==> config.mk <==
export PLATFORM = sky130hd
export DESIGN_NAME = ttt_move_planner_flat
export DESIGN_NICKNAME = d
export VERILOG_FILES = /design/src/rtl/ttt_move_planner_pkg.sv /design/src/rtl/ttt_move_planner_if.sv /design/src/rtl/ttt_move_planner_line_eval.sv /design/src/rtl/ttt_move_planner.sv /design/src/flat_wrapper.sv
export SDC_FILE = /design/constraint.sdc
export NUM_CORES = 1
export LEC_CHECK = 0
export CAP_MARGIN = 15
export CORE_MARGIN = 1
export CORE_UTILIZATION = 44
export DETAILED_ROUTE_END_ITERATION = 16
export PLACE_DENSITY = 0.61
export SYNTH_ARGS = -nofsm -noshare
export SYNTH_HDL_FRONTEND = slang
export SYNTH_SLANG_ARGS = --single-unit
==> constraint.sdc <==
create_clock -name clk -period 4.6 [get_ports clk]
set_input_delay 0.46 -clock clk [delete_from_list [all_inputs] [get_ports clk]]
set_output_delay 0.46 -clock clk [all_outputs]
set_load 0.05 [all_outputs]
==> src/rtl/ttt_move_planner_pkg.sv <==
// ttt_pkg: shared types, tables and helpers for the tic-tac-toe move planner.
//   state_t      - planner FSM states
//   game_state_t - board game_state encoding
//   LINES        - the eight winning lines as cell indices (rows, cols, diagonals)
//   CENTRE/CORNERS/SIDES - fallback move candidates in preference order
//   idx_to_row/idx_to_col - cell index 0..8 to 1-based board coordinate codes
package ttt_pkg;

    typedef enum logic [2:0] {
        ST_IDLE,
        ST_SCAN,
        ST_PICK,
        ST_ISSUE,
        ST_WAIT,
        ST_FIN
    } state_t;

    typedef enum logic [1:0] {
        GS_RUNNING = 2'b00,
        GS_X_WON   = 2'b01,
        GS_O_WON   = 2'b10,
        GS_DRAW    = 2'b11
    } game_state_t;

    // Scan order: rows 0..2, columns 3..5, main diagonal 6, anti-diagonal 7.
    localparam logic [3:0] LINES [8][3] = '{
        '{4'd0, 4'd1, 4'd2},
        '{4'd3, 4'd4, 4'd5},
        '{4'd6, 4'd7, 4'd8},
        '{4'd0, 4'd3, 4'd6},
        '{4'd1, 4'd4, 4'd7},
        '{4'd2, 4'd5, 4'd8},
        '{4'd0, 4'd4, 4'd8},
        '{4'd2, 4'd4, 4'd6}
    };

    localparam logic [3:0] CENTRE      = 4'd4;
    localparam logic [3:0] CORNERS [4] = '{4'd0, 4'd2, 4'd6, 4'd8};
    localparam logic [3:0] SIDES   [4] = '{4'd1, 4'd3, 4'd5, 4'd7};

    function automatic logic [1:0] idx_to_row(input logic [3:0] idx);
        if (idx < 4'd3)      return 2'b01;
        else if (idx < 4'd6) return 2'b10;
        else                 return 2'b11;
    endfunction

    function automatic logic [1:0] idx_to_col(input logic [3:0] idx);
        case (idx)
            4'd0, 4'd3, 4'd6: return 2'b01;
            4'd1, 4'd4, 4'd7: return 2'b10;
            default:          return 2'b11;
        endcase
    endfunction

endpackage

==> src/rtl/ttt_move_planner_if.sv <==
// ttt_move_planner_if: signal bundle between the planner and the board.
//   start, my_symbol                 - move request and the symbol to play
//   board_valid, board_symbol (9b)   - board occupancy and symbols, bit i = (row-1)*3+(col-1)
//   game_state (2b)                  - 00 running, 01 X won, 10 O won, 11 draw
//   set, row, col                    - one-cycle move strobe and coordinate
//   busy, done, no_move, err         - request status
// Modports: master = planner side, slave = board/requester side.
interface ttt_move_planner_if;

    logic       start;
    logic       my_symbol;
    logic [8:0] board_valid;
    logic [8:0] board_symbol;
    logic [1:0] game_state;
    logic       set;
    logic [1:0] row;
    logic [1:0] col;
    logic       busy;
    logic       done;
    logic       no_move;
    logic       err;

    modport master (
        input  start, my_symbol, board_valid, board_symbol, game_state,
        output set, row, col, busy, done, no_move, err
    );

    modport slave (
        output start, my_symbol, board_valid, board_symbol, game_state,
        input  set, row, col, busy, done, no_move, err
    );

endinterface

==> src/rtl/ttt_move_planner_line_eval.sv <==
// ttt_line_eval: combinational evaluation of one board line.
//   cell_valid, cell_symbol (3b) - occupancy and symbol of the three cells
//   my_symbol                    - symbol the planner plays
//   win_hit                      - two of mine and one empty
//   block_hit                    - two of theirs and one empty
//   empty_pos (2b)               - position 0..2 of the lowest empty cell in the line
module ttt_line_eval (
    input  logic [2:0] cell_valid,
    input  logic [2:0] cell_symbol,
    input  logic       my_symbol,
    output logic       win_hit,
    output logic       block_hit,
    output logic [1:0] empty_pos
);

    logic [1:0] mine_cnt;
    logic [1:0] theirs_cnt;
    logic [1:0] empty_cnt;

    // Descending loop so the lowest empty position is the one left in empty_pos.
    always_comb begin
        mine_cnt   = 2'd0;
        theirs_cnt = 2'd0;
        empty_cnt  = 2'd0;
        empty_pos  = 2'd0;
        for (int i = 2; i >= 0; i--) begin
            if (!cell_valid[i]) begin
                empty_cnt = empty_cnt + 2'd1;
                empty_pos = 2'(i);
            end else if (cell_symbol[i] == my_symbol) begin
                mine_cnt = mine_cnt + 2'd1;
            end else begin
                theirs_cnt = theirs_cnt + 2'd1;
            end
        end
        win_hit   = (mine_cnt == 2'd2) && (empty_cnt == 2'd1);
        block_hit = (theirs_cnt == 2'd2) && (empty_cnt == 2'd1);
    end

endmodule

==> src/rtl/ttt_move_planner.sv <==
// ttt_move_planner: automatic tic-tac-toe opponent. On start it snapshots the
// board, scans the eight lines one per cycle, picks win > block > centre >
// corner > side, strobes the move and waits for the board to confirm it.
//   clk, reset_n - clock and asynchronous active-low reset
//   pif          - ttt_move_planner_if.master (request, board view, move strobe, status)
// Parameters: TIMEOUT (WAIT cycles before err), LFSR_SEED (random build only).
// Build option: define TTT_PLANNER_RANDOM_EN to rotate corner/side choices by a
// free-running 8-bit LFSR; otherwise choices are lowest-index and no LFSR exists.
module ttt_move_planner
    import ttt_pkg::*;
#(
    parameter int TIMEOUT = 8
`ifdef TTT_PLANNER_RANDOM_EN
    ,
    parameter logic [7:0] LFSR_SEED = 8'hA5
`endif
) (
    input logic                clk,
    input logic                reset_n,
    ttt_move_planner_if.master pif
);

    localparam int WCW = (TIMEOUT > 1) ? $clog2(TIMEOUT) : 1;

    state_t         state;
    state_t         state_next;
    logic [2:0]     line_cnt;
    logic [8:0]     snap_valid;
    logic [8:0]     snap_symbol;
    logic           snap_my;
    logic           win_found;
    logic           block_found;
    logic [3:0]     win_idx;
    logic [3:0]     block_idx;
    logic [3:0]     move_idx;
    logic [3:0]     pick_idx;
    logic [WCW-1:0] wait_cnt;
    logic [2:0]     line_valid;
    logic [2:0]     line_symbol;
    logic           win_hit;
    logic           block_hit;
    logic [1:0]     empty_pos;
    logic [3:0]     empty_idx;
    logic [1:0]     rot;
    logic [1:0]     slot;
    logic           no_move_next;
    logic           err_next;
    logic           cell_taken;
    logic           cell_mine;

`ifdef TTT_PLANNER_RANDOM_EN
    logic [7:0] lfsr;

    // Fibonacci LFSR, taps 8,6,5,4; runs continuously from reset.
    always_ff @(posedge clk or negedge reset_n) begin
        if (!reset_n) lfsr <= LFSR_SEED;
        else          lfsr <= {lfsr[6:0], lfsr[7] ^ lfsr[5] ^ lfsr[4] ^ lfsr[3]};
    end

    assign rot = lfsr[1:0];
`else
    assign rot = 2'd0;
`endif

    // One shared line evaluator, fed from the snapshot by the scan counter.
    always_comb begin
        for (int k = 0; k < 3; k++) begin
            line_valid[k]  = snap_valid[LINES[line_cnt][k]];
            line_symbol[k] = snap_symbol[LINES[line_cnt][k]];
        end
        empty_idx = LINES[line_cnt][empty_pos];
    end

    ttt_line_eval u_line_eval (
        .cell_valid  (line_valid),
        .cell_symbol (line_symbol),
        .my_symbol   (snap_my),
        .win_hit     (win_hit),
        .block_hit   (block_hit),
        .empty_pos   (empty_pos)
    );

    // Fallbacks: descending loops leave the first empty cell in rotated order;
    // corners are evaluated after sides so a free corner always wins.
    always_comb begin
        pick_idx = CENTRE;
        slot     = 2'd0;
        if (win_found) begin
            pick_idx = win_idx;
        end else if (block_found) begin
            pick_idx = block_idx;
        end else if (!snap_valid[CENTRE]) begin
            pick_idx = CENTRE;
        end else begin
            for (int k = 3; k >= 0; k--) begin
                slot = 2'(k) + rot;
                if (!snap_valid[SIDES[slot]]) pick_idx = SIDES[slot];
            end
            for (int k = 3; k >= 0; k--) begin
                slot = 2'(k) + rot;
                if (!snap_valid[CORNERS[slot]]) pick_idx = CORNERS[slot];
            end
        end
    end

    assign cell_taken = pif.board_valid[move_idx];
    assign cell_mine  = (pif.board_symbol[move_idx] == snap_my);

    always_ff @(posedge clk or negedge reset_n) begin
        if (!reset_n) state <= ST_IDLE;
        else          state <= state_next;
    end

    // A cell showing the other symbol means the move was lost; fail at once.
    always_comb begin
        state_next   = state;
        no_move_next = 1'b0;
        err_next     = 1'b0;
        case (state)
            ST_IDLE: begin
                if (pif.start) begin
                    if ((pif.game_state != GS_RUNNING) || (&pif.board_valid)) begin
                        state_next   = ST_FIN;
                        no_move_next = 1'b1;
                    end else begin
                        state_next = ST_SCAN;
                    end
                end
            end
            ST_SCAN:  if (line_cnt == 3'd7) state_next = ST_PICK;
            ST_PICK:  state_next = ST_ISSUE;
            ST_ISSUE: state_next = ST_WAIT;
            ST_WAIT: begin
                if (cell_taken) begin
                    state_next = ST_FIN;
                    err_next   = !cell_mine;
                end else if (wait_cnt == WCW'(TIMEOUT - 1)) begin
                    state_next = ST_FIN;
                    err_next   = 1'b1;
                end
            end
            ST_FIN:   state_next = ST_IDLE;
            default:  state_next = ST_IDLE;
        endcase
    end

    always_ff @(posedge clk or negedge reset_n) begin
        if (!reset_n) begin
            line_cnt    <= 3'd0;
            snap_valid  <= 9'd0;
            snap_symbol <= 9'd0;
            snap_my     <= 1'b0;
            win_found   <= 1'b0;
            block_found <= 1'b0;
            win_idx     <= 4'd0;
            block_idx   <= 4'd0;
            move_idx    <= 4'd0;
            wait_cnt    <= '0;
        end else begin
            case (state)
                ST_IDLE: begin
                    if (pif.start) begin
                        snap_valid  <= pif.board_valid;
                        snap_symbol <= pif.board_symbol;
                        snap_my     <= pif.my_symbol;
                        line_cnt    <= 3'd0;
                        win_found   <= 1'b0;
                        block_found <= 1'b0;
                    end
                end
                ST_SCAN: begin
                    line_cnt <= line_cnt + 3'd1;
                    if (win_hit && !win_found) begin
                        win_found <= 1'b1;
                        win_idx   <= empty_idx;
                    end
                    if (block_hit && !block_found) begin
                        block_found <= 1'b1;
                        block_idx   <= empty_idx;
                    end
                end
                ST_PICK: begin
                    move_idx <= pick_idx;
                    wait_cnt <= '0;
                end
                ST_WAIT: wait_cnt <= wait_cnt + 1'b1;
                default: ;
            endcase
        end
    end

    // Outputs are registered from the next state so set cannot glitch.
    always_ff @(posedge clk or negedge reset_n) begin
        if (!reset_n) begin
            pif.set     <= 1'b0;
            pif.row     <= 2'b00;
            pif.col     <= 2'b00;
            pif.busy    <= 1'b0;
            pif.done    <= 1'b0;
            pif.no_move <= 1'b0;
            pif.err     <= 1'b0;
        end else begin
            pif.set     <= (state_next == ST_ISSUE);
            pif.row     <= (state_next == ST_ISSUE) ? idx_to_row(pick_idx) : 2'b00;
            pif.col     <= (state_next == ST_ISSUE) ? idx_to_col(pick_idx) : 2'b00;
            pif.busy    <= (state_next != ST_IDLE);
            pif.done    <= (state_next == ST_FIN);
            pif.no_move <= no_move_next;
            pif.err     <= err_next;
        end
    end

endmodule

==> src/flat_wrapper.sv <==
// flat-port wrapper written by rule: the top's interface ports become plain ports
module ttt_move_planner_flat import ttt_pkg::*;
#(
    parameter int TIMEOUT = 8

)
  (clk, reset_n, pif_start, pif_my_symbol, pif_board_valid, pif_board_symbol, pif_game_state, pif_set, pif_row, pif_col, pif_busy, pif_done, pif_no_move, pif_err);
  ttt_move_planner_if pif_i ();
  input logic clk;
  input logic reset_n;
  input wire logic [$bits(pif_i.start)-1:0] pif_start;
  input wire logic [$bits(pif_i.my_symbol)-1:0] pif_my_symbol;
  input wire logic [$bits(pif_i.board_valid)-1:0] pif_board_valid;
  input wire logic [$bits(pif_i.board_symbol)-1:0] pif_board_symbol;
  input wire logic [$bits(pif_i.game_state)-1:0] pif_game_state;
  output wire logic [$bits(pif_i.set)-1:0] pif_set;
  output wire logic [$bits(pif_i.row)-1:0] pif_row;
  output wire logic [$bits(pif_i.col)-1:0] pif_col;
  output wire logic [$bits(pif_i.busy)-1:0] pif_busy;
  output wire logic [$bits(pif_i.done)-1:0] pif_done;
  output wire logic [$bits(pif_i.no_move)-1:0] pif_no_move;
  output wire logic [$bits(pif_i.err)-1:0] pif_err;
  assign pif_i.start = pif_start;
  assign pif_i.my_symbol = pif_my_symbol;
  assign pif_i.board_valid = pif_board_valid;
  assign pif_i.board_symbol = pif_board_symbol;
  assign pif_i.game_state = pif_game_state;
  assign pif_set = pif_i.set;
  assign pif_row = pif_i.row;
  assign pif_col = pif_i.col;
  assign pif_busy = pif_i.busy;
  assign pif_done = pif_i.done;
  assign pif_no_move = pif_i.no_move;
  assign pif_err = pif_i.err;
  ttt_move_planner #(.TIMEOUT(TIMEOUT)) u_core (.clk(clk), .reset_n(reset_n), .pif(pif_i));
endmodule
==> flow_summary.ini <==
[outcome]
status = complete, no violations

[power_and_ir_drop]
irDropWorstVdd_mv = 0.304
p_per_area_nw_per_um2 = 792
cellLeakagePower_nw = 1.63

[layout]
nets = 376
regArea_um2 = 1280
drive_gt1_frac = 0.180
area_delta_synth_final_pct = 16.6
antenna_cells = 0
layout_commonest_cell = dfrtp_1
final_area_um2 = 3800
multi_input_area_um2 = 1880
layout_common_cells = 51 x dfrtp_1, 31 x clkdlybuf4s50_1, 29 x mux2_2
fillerInstances = 693

[cts]
clk_pin_slew_ns = 0.09
clock_latency_ns = 0.30
postCtsHoldBufs = 0
cts_tree = built
post-cts-setup-buffers = 0
root_buffer = clkbuf_8
cts_resized = 0
clock_sinks = 51
cts_inserted_buffers = 5
htreeDepth = 2
clk_path_buf_depth = 2

[yosys]
synthArstFlopShare = 1.00
ys_seq_elements = 51
ys.flop_type = dfrtp_1
seq_area_frac_synth = 0.392
synth_cell_types = 53
synth_area_leader_cell = dfrtp_1
yosys-top-cells-area = dfrtp_1 39%, mux2_2 10%, mux4_2 6.9%
synth_nets = 342
synth-edff-count = 0
syn_inst = 304
synth.top_cell.area_share = 0.392
syn_avg_cell_area_um2 = 10.7
yosysWarnings = 0
syn-cell-area_um2 = 3260

[drt]
drtIter0Drc = 198
wirelength_mm = 7.28
viasPerCell = 5.81
post-route-drc-count = 0
dr.pass1.iters = 4
drtAntennaViolNets = 0
avgRoutedWirePerCell_um = 16.6
vias = 2545

[timing]
final.setup.tns_ns = 0
finalCritPeriodShare = 0.898
finalWorstSetupSlack_ns = 0.471
skew_ns = 0.00781
relSlewSlack = 0.564
tightest_slew_ns = 0.654
hold_viol = 0
worst_hold_slack_ns = 0.260
max_freq_mhz = 242
rsz0062_at_grt = no
setup_viol = 0
drv_slew = 0
period_minus_slack_ns = 4.13

[critical_path]
path_class = reg -> reg
crit_required_ns = 4.79
cp-end-kind = register
path_max_fanout = 8
cp_data_arrival_time_ns = 4.32
startpoint_type = register

[floorplanning]
initial_utilization = 0.452
rows = 31
die-width_um = 88.1
design.die.area_um2 = 7760
die_height_um = 88.1
num_io_pins = 33
core_um2 = 7210

[global_routing]
grt_pass1_wl_mm = 12.1
grt_max_degree = 52
track_usage = 0.204
grt_overflow_total = 0
grt_pass1_vias = 2445
antenna_found_initial = 0

[placement]
placed_area_um2 = 3700
dp_slack_ns = 0.491
numPortBuffers = 32
hpwlAfterDp_mm = 5.55
place.gp.congestion = 0.904

[run]
max-cap-violations = 0

[worst_hold_path]
min_path_type = in -> async
-- registers in the layout (all words and copies together) (netlist names) --
register / flops
u_core.block_found: 1
u_core.win_idx: 4
u_core.pif.err: 1
u_core.pif.no_move: 1
u_core.win_found: 1
u_core.move_idx: 4
u_core.line_cnt: 3
u_core.snap_my: 1
u_core.pif.done: 1
u_core.pif.row: 2
u_core.pif.col: 2
u_core.state: 3
u_core.pif.busy: 1
u_core.snap_symbol: 9
u_core.wait_cnt: 3
u_core.block_idx: 4
u_core.pif.set: 1
u_core.snap_valid: 9
-- stage by stage --
stage	instances	utilization	power, mW
final	438	0.527	3.01
after global routing	438	0.527	3.28
after CTS	438	0.527	3.01
after detailed placement	430	0.512	2.72
after global placement	430	0.512	2.70
after floorplan	304	-	2.26
-- routing by layer --
layer  up-vias  GRT usage  part of all wire
li1       1209          -                 -
met1      1266      0.275              0.47
met2        60      0.342              0.48
met3        10     0.0377             0.035
met4         0     0.0425             0.014
met5         -          0                 0
-- critical path, cell delays in order, from the launching register on --
cell and delay [ns]:
dfrtp_1 0.42, inv_1 0.12, ha_1 0.39, mux2i_1 0.42, mux4_1 0.64, o22a_1 0.22, and3_1 0.22, o21a_1 0.17
ha_1 0.26, inv_1 0.05, nor4_1 0.25, o21ai_0 0.11, a211oi_1 0.23, buf_4 0.18, mux2_2 0.33
-- synthesized netlist by cell type, drive strengths merged, types with 2 or more instances --
cell    count
nor4b       3
buf         3
nor3        8
nor3b       4
inv        14
nor2b       7
o21ai      21
mux2       29
a21oi      16
o21a        2
mux4       11
nor2       13
a211oi      3
a22oi       4
nand2      20
and3        2
or2         3
a31oi       2
nand3b      3
a22o        6
mux2i      17
or3         5
nand4       2
a21o        3
ha         14
o211a       2
clkbuf      8
nand3       6
dfrtp      51
xnor2       5
-- logic make-up after synthesis --
group | after synthesis | share of synthesized area
and+or+nand+nor | 80 | 0.131
xor gates and xnor gates | 5 | 0.0134
DFF | 51 | 0.392
buffers and inverters | 25 | 0.0319
adders and majority gates | 14 | 0.0537
muxes | 57 | 0.231
AOI/OAI and AO/OA | 72 | 0.148
-- report_power, final --
part           switching (mW)  internal [mW]  total [mW]
logic                    1.02          0.877        1.90
clock network           0.147          0.137       0.284
registers               0.217          0.608       0.825
total                    1.39           1.62        3.01
-- path summary, 6_finish.rpt --
path,startpoint,cells past startpoint,slack (ns),endpoint
worst max-delay path,u_core.line_cnt[1]$_DFFE_PN0P_,14,0.47,u_core.block_idx[3]$_DFFE_PN0P_
min in group clk,u_core.move_idx[3]$_DFFE_PN0P_,2,0.50,u_core.move_idx[3]$_DFFE_PN0P_
max in group asynchronous,reset_n,2,3.90,u_core.move_idx[2]$_DFFE_PN0P_
worst min-delay path,reset_n,2,0.26,u_core.line_cnt[1]$_DFFE_PN0P_
worst max register to register,u_core.line_cnt[1]$_DFFE_PN0P_,14,0.47,u_core.block_idx[3]$_DFFE_PN0P_
worst min register to register,u_core.move_idx[3]$_DFFE_PN0P_,2,0.50,u_core.move_idx[3]$_DFFE_PN0P_
-- area by class of cell --
class,instances,area share
clock inverter,1,0.00197
inverter,14,0.0138
timing repair buffer,38,0.0948
tap,99,0.0326
multi-input combinational,228,0.496
clock buffer,7,0.0253
sequential,51,0.336
No activity file was read; power rests on OpenSTA's default activity.
